$ cat src/rtl/hdmi_vid_pkg.sv
// Shared constants for the HDMI test-pattern source.
// Mode codes, reference luma levels and the colour-bar table.
package hdmi_vid_pkg;

    localparam logic [3:0] MODE_HRAMP = 4'd0;
    localparam logic [3:0] MODE_VRAMP = 4'd1;
    localparam logic [3:0] MODE_BARS  = 4'd2;
    localparam logic [3:0] MODE_CHECK = 4'd3;
    localparam logic [3:0] MODE_SBOX  = 4'd4;
    localparam logic [3:0] MODE_MBOX  = 4'd5;
    localparam logic [3:0] MODE_FILL  = 4'd6;
    localparam logic [3:0] MODE_FCNT  = 4'd7;

    localparam logic [7:0] Y_BLACK  = 8'h10;
    localparam logic [7:0] Y_WHITE  = 8'hEB;
    localparam logic [7:0] C_NEUTRAL = 8'h80;

    // Bar n luma = 8'hEB - 8'h1E * n
    localparam logic [7:0] BAR_Y [8] = '{
        8'hEB, 8'hCD, 8'hAF, 8'h91,
        8'h73, 8'h55, 8'h37, 8'h19
    };

endpackage

$ cat src/rtl/vid_timing_core.sv
// Video raster counters and timing flags.
// Flags are combinational from the counters; frame_cnt is registered.
module vid_timing_core #(
    parameter int CW       = 12,
    parameter int H_ACTIVE = 1920,
    parameter int H_FP     = 88,
    parameter int H_SYNC   = 44,
    parameter int H_BP     = 148,
    parameter int V_ACTIVE = 1080,
    parameter int V_FP     = 4,
    parameter int V_SYNC   = 5,
    parameter int V_BP     = 36
) (
    input  logic          clk,
    input  logic          rst,
    output logic [CW-1:0] hcnt,
    output logic [CW-1:0] vcnt,
    output logic [CW-1:0] frame_cnt,
    output logic          active,
    output logic          hs_on,
    output logic          vs_on,
    output logic          frame_end
);

    localparam int H_TOT = H_ACTIVE + H_FP + H_SYNC + H_BP;
    localparam int V_TOT = V_ACTIVE + V_FP + V_SYNC + V_BP;

    localparam logic [CW-1:0] H_ACT  = CW'(H_ACTIVE);
    localparam logic [CW-1:0] HS_BEG = CW'(H_ACTIVE + H_FP);
    localparam logic [CW-1:0] HS_END = CW'(H_ACTIVE + H_FP + H_SYNC);
    localparam logic [CW-1:0] H_LAST = CW'(H_TOT - 1);
    localparam logic [CW-1:0] V_ACT  = CW'(V_ACTIVE);
    localparam logic [CW-1:0] VS_BEG = CW'(V_ACTIVE + V_FP);
    localparam logic [CW-1:0] VS_END = CW'(V_ACTIVE + V_FP + V_SYNC);
    localparam logic [CW-1:0] V_LAST = CW'(V_TOT - 1);

    logic line_end;

    assign line_end  = (hcnt == H_LAST);
    assign frame_end = line_end && (vcnt == V_LAST);
    assign active    = (hcnt < H_ACT) && (vcnt < V_ACT);
    assign hs_on     = (hcnt >= HS_BEG) && (hcnt < HS_END);
    assign vs_on     = (vcnt >= VS_BEG) && (vcnt < VS_END);

    // Raster scan: pixel, line and frame counters
    always_ff @(posedge clk) begin
        if (rst) begin
            hcnt      <= '0;
            vcnt      <= '0;
            frame_cnt <= '0;
        end else if (line_end) begin
            hcnt <= '0;
            if (vcnt == V_LAST) begin
                vcnt      <= '0;
                frame_cnt <= frame_cnt + 1'b1;
            end else begin
                vcnt <= vcnt + 1'b1;
            end
        end else begin
            hcnt <= hcnt + 1'b1;
        end
    end

endmodule

$ cat src/rtl/hdmi_pattern_gen.sv
// Programmable video timing and test-pattern source for the HDMI path.
// Two register stages: pattern/flags, then output flops.
module hdmi_pattern_gen #(
    parameter int DW       = 16,
    parameter int CW       = 12,
    parameter int H_ACTIVE = 1920,
    parameter int H_FP     = 88,
    parameter int H_SYNC   = 44,
    parameter int H_BP     = 148,
    parameter int V_ACTIVE = 1080,
    parameter int V_FP     = 4,
    parameter int V_SYNC   = 5,
    parameter int V_BP     = 36,
    parameter bit HS_POL   = 1'b1,
    parameter bit VS_POL   = 1'b1,
    parameter int BOX_SZ   = 128,
    parameter int BOX_STEP = 4
) (
    input  logic          sys2_clk,
    input  logic          sys2_rst,
    input  logic [3:0]    mode,
    input  logic [DW-1:0] fill,
    output logic          vid_de,
    output logic          vid_hs,
    output logic          vid_vs,
    output logic [DW-1:0] vid_data,
    output logic          sof,
    output logic [CW-1:0] frame_cnt
);

    import hdmi_vid_pkg::*;

    localparam int BAR_W = H_ACTIVE / 8;

    localparam logic [CW-1:0] STEP  = CW'(BOX_STEP);
    localparam logic [CW-1:0] X_LIM = CW'(H_ACTIVE - BOX_SZ);
    localparam logic [CW-1:0] Y_LIM = CW'(V_ACTIVE - BOX_SZ);
    localparam logic [CW:0]   SZ    = (CW+1)'(BOX_SZ);
    localparam logic [CW:0]   SB_LO = (CW+1)'(128);

    logic [CW-1:0] hcnt;
    logic [CW-1:0] vcnt;
    logic          active;
    logic          hs_on;
    logic          vs_on;
    logic          frame_end;

    logic [3:0]    mode_r;
    logic [CW-1:0] box_x;
    logic [CW-1:0] box_y;
    logic          dir_x;
    logic          dir_y;
    logic [CW:0]   nx;
    logic [CW:0]   ny;

    logic [2:0]    bar;
    logic          in_sbox;
    logic          in_mbox;
    logic [7:0]    y;
    logic [DW-1:0] pix;

    logic          s1_de;
    logic          s1_hs;
    logic          s1_vs;
    logic          s1_sof;
    logic [DW-1:0] s1_data;

    // Returns {dir, pos}; reaching a limit clamps there and reverses
    function automatic logic [CW:0] bounce(
        input logic [CW-1:0] pos,
        input logic          fwd,
        input logic [CW-1:0] lim
    );
        logic [CW:0] up;
        up = {1'b0, pos} + {1'b0, STEP};
        if (fwd) begin
            if (up >= {1'b0, lim})
                bounce = {1'b0, lim};
            else
                bounce = {1'b1, up[CW-1:0]};
        end else if (pos <= STEP) begin
            bounce = {1'b1, {CW{1'b0}}};
        end else begin
            bounce = {1'b0, pos - STEP};
        end
    endfunction

    function automatic logic [DW-1:0] fmt(input logic [7:0] luma);
        if (DW == 16)
            fmt = DW'({C_NEUTRAL, luma});
        else
            fmt = DW'({luma, luma, luma});
    endfunction

    vid_timing_core #(
        .CW       (CW),
        .H_ACTIVE (H_ACTIVE),
        .H_FP     (H_FP),
        .H_SYNC   (H_SYNC),
        .H_BP     (H_BP),
        .V_ACTIVE (V_ACTIVE),
        .V_FP     (V_FP),
        .V_SYNC   (V_SYNC),
        .V_BP     (V_BP)
    ) u_timing (
        .clk       (sys2_clk),
        .rst       (sys2_rst),
        .hcnt      (hcnt),
        .vcnt      (vcnt),
        .frame_cnt (frame_cnt),
        .active    (active),
        .hs_on     (hs_on),
        .vs_on     (vs_on),
        .frame_end (frame_end)
    );

    assign nx = bounce(box_x, dir_x, X_LIM);
    assign ny = bounce(box_y, dir_y, Y_LIM);

    // Mode and box position only change at the frame wrap
    always_ff @(posedge sys2_clk) begin
        if (sys2_rst) begin
            mode_r <= MODE_HRAMP;
            box_x  <= '0;
            box_y  <= '0;
            dir_x  <= 1'b1;
            dir_y  <= 1'b1;
        end else if (frame_end) begin
            mode_r         <= mode;
            {dir_x, box_x} <= nx;
            {dir_y, box_y} <= ny;
        end
    end

    assign in_sbox = ({1'b0, hcnt} >= SB_LO) &&
                     ({1'b0, hcnt} <  SB_LO + SZ) &&
                     ({1'b0, vcnt} >= SB_LO) &&
                     ({1'b0, vcnt} <  SB_LO + SZ);

    assign in_mbox = (hcnt >= box_x) &&
                     ({1'b0, hcnt} < {1'b0, box_x} + SZ) &&
                     (vcnt >= box_y) &&
                     ({1'b0, vcnt} < {1'b0, box_y} + SZ);

    // Bar index from the pixel column
    always_comb begin
        bar = '0;
        for (int i = 1; i < 8; i++) begin
            if (hcnt >= CW'(i * BAR_W))
                bar = 3'(i);
        end
    end

    // Pattern select for the current raster position
    always_comb begin
        y = Y_BLACK;
        case (mode_r)
            MODE_HRAMP: y = hcnt[7:0];
            MODE_VRAMP: y = vcnt[7:0];
            MODE_BARS:  y = BAR_Y[bar];
            MODE_CHECK: y = (hcnt[6] ^ vcnt[6]) ? Y_WHITE : Y_BLACK;
            MODE_SBOX:  y = in_sbox ? vcnt[7:0] : hcnt[7:0];
            MODE_MBOX:  y = in_mbox ? frame_cnt[7:0] : hcnt[7:0];
            MODE_FCNT:  y = frame_cnt[7:0];
            default:    y = Y_BLACK;
        endcase
        pix = (mode_r == MODE_FILL) ? fill : fmt(y);
    end

    // Stage 1: timing flags and blanked pixel word
    always_ff @(posedge sys2_clk) begin
        if (sys2_rst) begin
            s1_de   <= 1'b0;
            s1_hs   <= ~HS_POL;
            s1_vs   <= ~VS_POL;
            s1_sof  <= 1'b0;
            s1_data <= '0;
        end else begin
            s1_de   <= active;
            s1_hs   <= hs_on ? HS_POL : ~HS_POL;
            s1_vs   <= vs_on ? VS_POL : ~VS_POL;
            s1_sof  <= (hcnt == '0) && (vcnt == '0);
            s1_data <= active ? pix : '0;
        end
    end

    // Stage 2: output flops feeding the IOB registers
    always_ff @(posedge sys2_clk) begin
        if (sys2_rst) begin
            vid_de   <= 1'b0;
            vid_hs   <= ~HS_POL;
            vid_vs   <= ~VS_POL;
            sof      <= 1'b0;
            vid_data <= '0;
        end else begin
            vid_de   <= s1_de;
            vid_hs   <= s1_hs;
            vid_vs   <= s1_vs;
            sof      <= s1_sof;
            vid_data <= s1_data;
        end
    end

endmodule

$ cat config.mk
export PLATFORM = sky130hd
export DESIGN_NAME = hdmi_pattern_gen
export DESIGN_NICKNAME = d
export VERILOG_FILES = /design/src/rtl/hdmi_vid_pkg.sv /design/src/rtl/vid_timing_core.sv /design/src/rtl/hdmi_pattern_gen.sv
export SDC_FILE = /design/constraint.sdc
export NUM_CORES = 1
export LEC_CHECK = 0
export CELL_PAD_IN_SITES_DETAIL_PLACEMENT = 1
export CELL_PAD_IN_SITES_GLOBAL_PLACEMENT = 2
export CORE_ASPECT_RATIO = 1.75
export CORE_MARGIN = 4
export CORE_UTILIZATION = 32
export CTS_BUF_LIST = sky130_fd_sc_hd__clkbuf_2 sky130_fd_sc_hd__clkbuf_4 sky130_fd_sc_hd__clkbuf_8
export CTS_CLUSTER_SIZE = 10
export DETAILED_ROUTE_END_ITERATION = 12
export PLACE_DENSITY = 0.81
export SYNTH_ARGS = -nofsm -noshare
export SYNTH_HDL_FRONTEND = slang
export SYNTH_SLANG_ARGS = --single-unit
$ cat constraint.sdc
create_clock -name sys2_clk -period 2.85 [get_ports sys2_clk]
set_input_delay 0.7125 -clock sys2_clk [delete_from_list [all_inputs] [get_ports sys2_clk]]
set_output_delay 0.7125 -clock sys2_clk [all_outputs]
set_load 0.01 [all_outputs]
==> results of run 1 <==
-- power by group --
group,internal [W],switching (W),total (W)
clock,0.000446,0.000582,0.00103
sequential,0.00144,0.00000659,0.00145
combinational,0.0000798,0.0000918,0.000172
-- layout make-up --
class	count	area, um2	area share
Clock buffer	10	138	0.0182
Clock inverter	6	76.3	0.0101
Inverter	49	184	0.0243
Multi-Input combinational cell	581	3840	0.507
Sequential cell	102	2040	0.270
Tap cell	238	298	0.0393
Timing Repair Buffer	114	996	0.131
-- state kept, by name, summed over array words and instances, names as in the netlist --
name and flops:
s1_sof 1, s1_data 16, vid_hs 1, box_y 10
u_timing.frame_cnt 12, dir_y 1, vid_vs 1, u_timing.vcnt 12
sof 1, u_timing.hcnt 12, vid_de 1, box_x 10
mode_r 4, s1_vs 1, vid_data 16, s1_de 1
s1_hs 1, dir_x 1
-- repair_timing --
item | 4_1_cts | 5_1_grt
setup endpoints to repair | 3 | 9
buffers inserted | 0 | 2
pin swaps | 0 | 4
resized for setup | 2 | 13
hold endpoints to repair | 0 | 0
-- worst max-delay path, stage by stage (launching register included) --
cell and delay (ns):
dfxtp_1 0.36, buf_4 0.16, ha_1 0.24, nand3_1 0.14
xnor2_2 0.17, ha_1 0.30, a21oi_1 0.13, o22ai_1 0.09
a211o_2 0.40, o31ai_1 0.32, a21o_1 0.18, a41oi_1 0.11
-- through the flow --
stage | std cells | total power [W] | instance area, um2 | util | TNS (ns)
6_report | 1100 | 0.00264 | 7580 | 0.404 | 0
5_1_grt | 1100 | 0.00275 | 7580 | 0.404 | -0.0119
4_1_cts | 1098 | 0.00268 | 7490 | 0.400 | 0
3_5_place_dp | 1082 | 0.00165 | 7260 | 0.388 | -0.00346
3_3_place_gp | 1082 | 0.00164 | 7260 | 0.388 | 0
2_1_floorplan | 770 | 0.00155 | 6150 | - | 0
-- cell families after synthesis --
family / count (synthesis)
XOR/XNOR: 53
AND/OR/NAND/NOR: 305
buffers and inverters: 87
flip-flops: 102
multiplexers: 2
adder cells (fa/ha/maj): 48
AO/OA/AOI/OAI: 173
-- synthesized netlist by cell type, types with 2 or more instances --
library cell	number	area share
or3b_2	2	0.0029
inv_1	49	0.030
o21bai_1	3	0.0037
nand3_1	37	0.030
buf_2	2	0.0016
o2111ai_1	3	0.0043
o22ai_1	3	0.0031
nand2_1	68	0.042
ha_1	47	0.096
a211oi_1	3	0.0037
or2_2	3	0.0031
o21ai_0	41	0.033
a21oi_1	41	0.033
o31ai_1	5	0.0061
nor3_1	23	0.019
nand2b_1	4	0.0041
a21o_1	10	0.012
o211ai_1	8	0.0098
xor2_1	20	0.029
and4_1	2	0.0029
o41ai_1	2	0.0029
and2_1	12	0.012
a211o_1	5	0.0071
o221ai_1	4	0.0057
mux2i_1	2	0.0033
o211a_1	2	0.0033
a31oi_1	7	0.0071
a221o_1	3	0.0049
or4_1	6	0.0073
o2bb2ai_1	2	0.0029
a221oi_1	5	0.0071
nand4_1	11	0.011
and3_1	15	0.015
dfxtp_1	102	0.33
a22o_1	3	0.0043
clkbuf_1	32	0.020
buf_4	2	0.0024
nor4_1	9	0.0092
nor2b_1	22	0.022
o21a_1	4	0.0049
nor2_1	72	0.044
or3_1	11	0.011
o32ai_1	2	0.0029
a22oi_1	5	0.0061
xnor2_1	33	0.047
-- worst max path at each step --
| stage | slack (ns) | endpoint | depth (start not counted) | from |
|---|---|---|---|---|
| after floorplan | 0.07 | s1_data[4] | 11 | box_y[7] |
| after global placement | 0.11 | u_timing.frame_cnt[9] | 9 | u_timing.hcnt[3] |
| after detailed placement | -0.003 | s1_data[2] | 13 | box_y[7] |
| after CTS | 0.06 | s1_data[2] | 13 | box_y[7] |
| after global routing | -0.007 | s1_data[2] | 12 | box_x[7] |
| final | 0.13 | s1_data[5] | 11 | box_y[7] |
-- metal layers --
metal,vias up,GRT usage
met3,61,0.0212
li1,2885,-
met4,0,0.122
met2,114,0.418
met1,2931,0.197
met5,-,0
==> impl_results.md, run 1 <==
- Syn Area/Cell: 7.98 um2
- Total leakage power: 3.05 nW
- Post-DP HPWL: 17600 um
- Status: completed
- Rows: 66
- Final setup viols: 0
- Final hold vios: 0
- First-pass GRT wire length: 35100 um
- Largest family of logic cells by synthesized area: simple AND/OR/NAND/NOR gates
- Clock Tree Root: clkbuf_8
- Post-synthesis mux area share: 0.00326
- Pwr Density: 349 nW/um2
- FILL cells: 2252
- Post-synthesis adder-cell area fraction: 0.0973
- Htree depth: 3
- Slew HR: 0.499
- R2r endpoint: s1_data[5]
- Ys flop type: dfxtp_1
- Fin worst setup slack: 0.130 ns
- Area delta synth->final: 23.3%
- Buffers on Ports: 53
- DR vias/cell: 5.45
- Commonest non-fill, non-tap cell in the layout: dfxtp_1
- Kind of critical path: reg -> reg
- Worst Setup Start Kind: flip-flop
- First-pass DRT Iterations: 4
- 1st-iter DRT viols: 182
- GP Congestion: 0.911
- CP Capture Type: flip-flop
- Die Y: 191 um
- DRC viols: 0
- Crit path required time: 3.12 ns
- Vias in the first global route: 6579
- Worst slew pin tran: 0.744 ns
- CTS Hold Buffers Added: 0
- Met2 WL: 12800 um
- Met1 Wirelength: 7680 um
- Fin nets: 926
- Fin Hold WS: 0.445 ns
- Largest net degree at the start of global routing: 28
- Simple-gate share of the synthesized area: 0.249
- Max-Cap Viols: 0
- Max Used Layer: met4
- DP Worst Slack: -0.00346 ns
- Fmax: 0.368 GHz
- Synth Register Bits: 102
- Max Slew Vio Count: 0
- Unrepaired setup endpoints after global routing: yes
- WL met3: 409 um
- Core Footprint: 18700 um2
- Detailed Route WL: 22000 um
- Grt ovf: 0
- Critical path arrival: 2.99 ns
- R2r worst-path depth: 11
- Initial core utilization: 0.328
- Chip width: 113 um
- Via count of the routed design: 5991
- Post-synthesis cell count: 770
- Worst r2r src: box_y[7]
- CTS sink count: 102
- HP Start: s1_data[14]
- Share of layout cells above drive strength 1: 0.117
- Total Routing Usage GR: 0.208
- Tmin final: 2.72 ns
- Final period utilization: 0.954
- WL/cell: 20.0 um
- Worst Path Max Fanout: 7
- IO Pins: 54
- Diodes inserted: 0
- CTS tree: done
- Worst vdd ir: 0.000216 V
- Post-synthesis sequential area ratio: 0.332
- Die ar.: 21600 um2
- Netlist Area Pre-Place: 6150 um2
- Post-synth EDFFs: 0
- Clk slew on worst S/H paths: 0.11 ns
- Synth Area in XOR/XNOR: 0.0755
- Synth warnings: 0
- Yosys cell types: 68
- Remaining antenna violation count: 0
- Hold Crit Endpoint: vid_data[14]
- Clock buffer depth: 2
- Initial antenna violation count: 0
- Clock Latency Late Sink: 0.40 ns
- Synth Net Count: 839
- Reg-to-reg setup timing slack: 0.13 ns
- Post-synthesis async set-or-reset flop share: 0
- Fin Clk Skew: 0.0125 ns
- Commonest non-fill, non-tap cells in the layout: dfxtp_1, nor2_1, nand2_1
- CTS Buf Count: 9
- Worst hold path depth: 1
- Hold Path Class: reg -> reg
- Synth Area in Compound Gates: 0.186
Note: power is estimated with default switching activity, not from simulation.
==> inputs of run 2 (changes only) <==
- ABC_AREA: not set -> 1
- CORE_UTILIZATION: 32 -> 31
- PLACE_DENSITY: 0.81 -> 0.82
==> impl_results.md, run 2 <==
- Status: completed
- Post-CTS Resized: 0 (-2)
- Sequential cell area: 2040 um2 (unchanged)
- CTS Hold Buffers Added: 0 (unchanged)
- WL/cell: 17.7 um (-12%)
- Synth top cells by count: nand2_1, inv_1, nor2_1
- Simple-gate share of the synthesized area: 0.317 (+0.0675)
- Largest net degree at the start of global routing: 29 (+3.6%)
- Synth Register Bits: 102 (unchanged)
- Die Y: 199 um (+4.2%)
- IO Pins: 54 (unchanged)
- Ys flop type: dfxtp_1
- Slew HR: 0.525 (+0.0257)
- Tmin final: 2.53 ns (-0.190 ns)
- Kind of critical path: reg -> reg
- Net Sw Frac: 0.249 (-0.00809)
- Fin Clk Skew: 0.0120 ns (-0.000560 ns)
- Post-synth EDFFs: 0 (unchanged)
- Vias in the first global route: 6765 (+2.8%)
- Post-synthesis mux area share: 0.00154 (-0.00171)
- Diodes inserted: 0 (unchanged)
- Worst slew pin tran: 0.707 ns (-0.0372 ns)
- Share of the synthesized area in the top cell type: 0.315 (-0.0175)
- Synth Area in Compound Gates: 0.145 (-0.0418)
- Post-synthesis cell count: 933 (+21%)
- GP Congestion: 0.899 (-1.3%)
- Largest family of logic cells by synthesized area: simple AND/OR/NAND/NOR gates
- Remaining antenna violation count: 0 (unchanged)
- Largest cells by area after synthesis: dfxtp_1, nand2_1, ha_1
- Fmax: 0.395 GHz (+7.5%)
- Clock Tree Root: clkbuf_8
- Total Routing Usage GR: 0.193 (-0.0151)
- Chip width: 117 um (+4.1%)
- Multi-input gate area: 3820 um2 (-0.52%)
- Share of layout cells above drive strength 1: 0.0879 (-0.0293)
- Worst vdd ir: 0.000266 V (+24%)
- Internal power: 0.00205 W (+4.3%)
- Clock Latency Late Sink: 0.40 ns (about the same)
- Critical path arrival: 2.83 ns (-0.16 ns)
- Fin Hold WS: 0.409 ns (-0.0366 ns)
- Clock buffer depth: 2 (unchanged)
- DRC viols: 0 (unchanged)
- Post-synthesis adder-cell area fraction: 0.0906 (-0.00667)
- Post-CTS Setup Inserts: 0 (unchanged)
- Final period utilization: 0.888 (-0.0666)
- Count leader, synth: nand2_1
- CTS Buf Count: 9 (unchanged)
- 1st-iter DRT viols: 217 (+19%)
- First-pass DRT Iterations: 5 (+1)
- Total leakage power: 3.31 nW (+8.6%)
- Area delta synth->final: 17.1%
- Clk slew on worst S/H paths: 0.11 ns (about the same)
- Buffers on Ports: 53 (unchanged)
- Rows: 69 (+4.5%)
- Worst Path Max Fanout: 6 (-1)
- Netlist Area Pre-Place: 6490 um2 (+5.6%)
- Dominant cell type by area after synthesis: dfxtp_1
- Clk pwr share: 0.406 (+0.017)
- Synth Area in XOR/XNOR: 0.0338 (-0.0418)
- Detailed Route WL: 22100 um (+0.29%)
- Core Footprint: 20500 um2 (+9.2%)
- Critical path, cell by cell: ha_1, nand2_1, nor2_2, xor2_1, ha_1, o21ai_1, nor2_1, nand2_1, nand3_1, nor2_4, nand2_2, nand2_1, nand2_1, nand2_1, nand3_1, nand2_1, nand2_1
- P_sw: 0.000679 W (-0.11%)
- Via count of the routed design: 6390 (+6.7%)
- Fin nets: 1065 (+15%)
- Commonest non-fill, non-tap cell in the layout: nand2_1
- CP peak stage delay: 0.45 ns (+0.05 ns)
- Hold Path Class: reg -> reg
- Max Slew Vio Count: 0 (unchanged)
- Initial antenna violation count: 0 (unchanged)
- Htree depth: 3 (unchanged)
- Slowest-stage cell, CP: dfxtp_1
- FILL cells: 2600 (+15%)
- Crit path required time: 3.15 ns (+0.03 ns)
- Post-synthesis async set-or-reset flop share: 0 (unchanged)
- Post-DP HPWL: 18000 um (+1.9%)
- Register share of total power: 0.531 (-0.015)
- Initial core utilization: 0.317 (-0.0108)
- Max-Cap Viols: 0 (unchanged)
- DR vias/cell: 5.12 (-6.1%)
- Die ar.: 23400 um2 (+8.4%)
- CTS sink count: 102 (unchanged)
- First-pass GRT wire length: 35200 um (+0.12%)
- Largest registers: s1_data x16, vid_data x16
- CP Capture Type: flip-flop
- Final hold vios: 0 (unchanged)
- Pwr Density: 359 nW/um2 (+2.8%)
- Yosys cell types: 48 (-29%)
- Synth Net Count: 1002 (+19%)
- Synth warnings: 0 (unchanged)
- Setup_tns: 0 ns (unchanged)
- Worst Setup Start Kind: flip-flop
- Grt ovf: 0 (unchanged)
- Crit-path most repeated cell: nand2_1
- Combinational power share: 0.062 (-0.003)
- Final setup viols: 0 (unchanged)
- CTS tree: done
- Post-synthesis sequential area ratio: 0.315 (-0.0175)
- Commonest non-fill, non-tap cells in the layout: nand2_1, inv_1, nor2_1
- Syn Area/Cell: 6.95 um2 (-13%)
- Unrepaired setup endpoints after global routing: no
[run 2: layout make-up]
class,instances,area share
multi-input combinational,671,0.503
sequential,102,0.269
timing repair buffer,70,0.0866
inverter,142,0.0702
tap,248,0.0408
clock buffer,11,0.0191
clock inverter,5,0.0114
[run 2: worst max-delay path, delay by kind of cell (launching register included)]
family / cells / cell delay (ns)
XOR/XNOR: 1 / 0.19
flip-flops: 1 / 0.45
adder cells (fa/ha/maj): 2 / 0.48
AO/OA/AOI/OAI: 1 / 0.10
AND/OR/NAND/NOR: 13 / 1.20
[run 2: path summary, 6_finish.rpt]
check | cells past startpoint | endpoint | from | slack, ns
worst max register to register | 17 | s1_data[2] | box_y[7] | 0.32
worst min-delay path | 2 | vid_data[10] | s1_data[10] | 0.41
worst min register to register | 2 | vid_data[10] | s1_data[10] | 0.41
worst max-delay path | 17 | s1_data[2] | box_y[7] | 0.32
[run 2: power groups by stage]
stage	clock, W	sequential [W]	combinational, W
2_1_floorplan	0	0.00148	0.0000840
3_3_place_gp	0	0.00148	0.000171
3_5_place_dp	0	0.00148	0.000173
4_1_cts	0.00115	0.00145	0.000173
5_1_grt	0.00119	0.00145	0.000189
6_report	0.00111	0.00145	0.000170
[run 2: cell families (layout without fill, tap and decap cells)]
kind of cell,Yosys count,in the layout
buffers and inverters,160,228
multiplexers,1,1
adder cells (fa/ha/maj),47,47
AO/OA/AOI/OAI,165,165
XOR/XNOR,25,25
AND/OR/NAND/NOR,433,433
flip-flops,102,102
[run 2: per-stage QoR]
stage | area [um2] | utilization | instances | total power [W] | worst slack, ns
after floorplan | 6490 | - | 933 | 0.00156 | 0.617
after global placement | 7350 | 0.359 | 1233 | 0.00165 | 0.245
after detailed placement | 7350 | 0.359 | 1233 | 0.00165 | 0.169
after CTS | 7580 | 0.371 | 1249 | 0.00278 | 0.137
after global routing | 7600 | 0.371 | 1249 | 0.00283 | 0.0369
final | 7600 | 0.371 | 1249 | 0.00273 | 0.320
[run 2: layer usage]
| metal | vias to the layer above | GRT usage | wire length [um] |
|---|---|---|---|
| met5 | - | 0 | 0 |
| met4 | 0 | 0.113 | 1140 |
| met3 | 51 | 0.0252 | 502 |
| met2 | 92 | 0.393 | 12600 |
| met1 | 3072 | 0.183 | 7840 |
| li1 | 3175 | - | - |
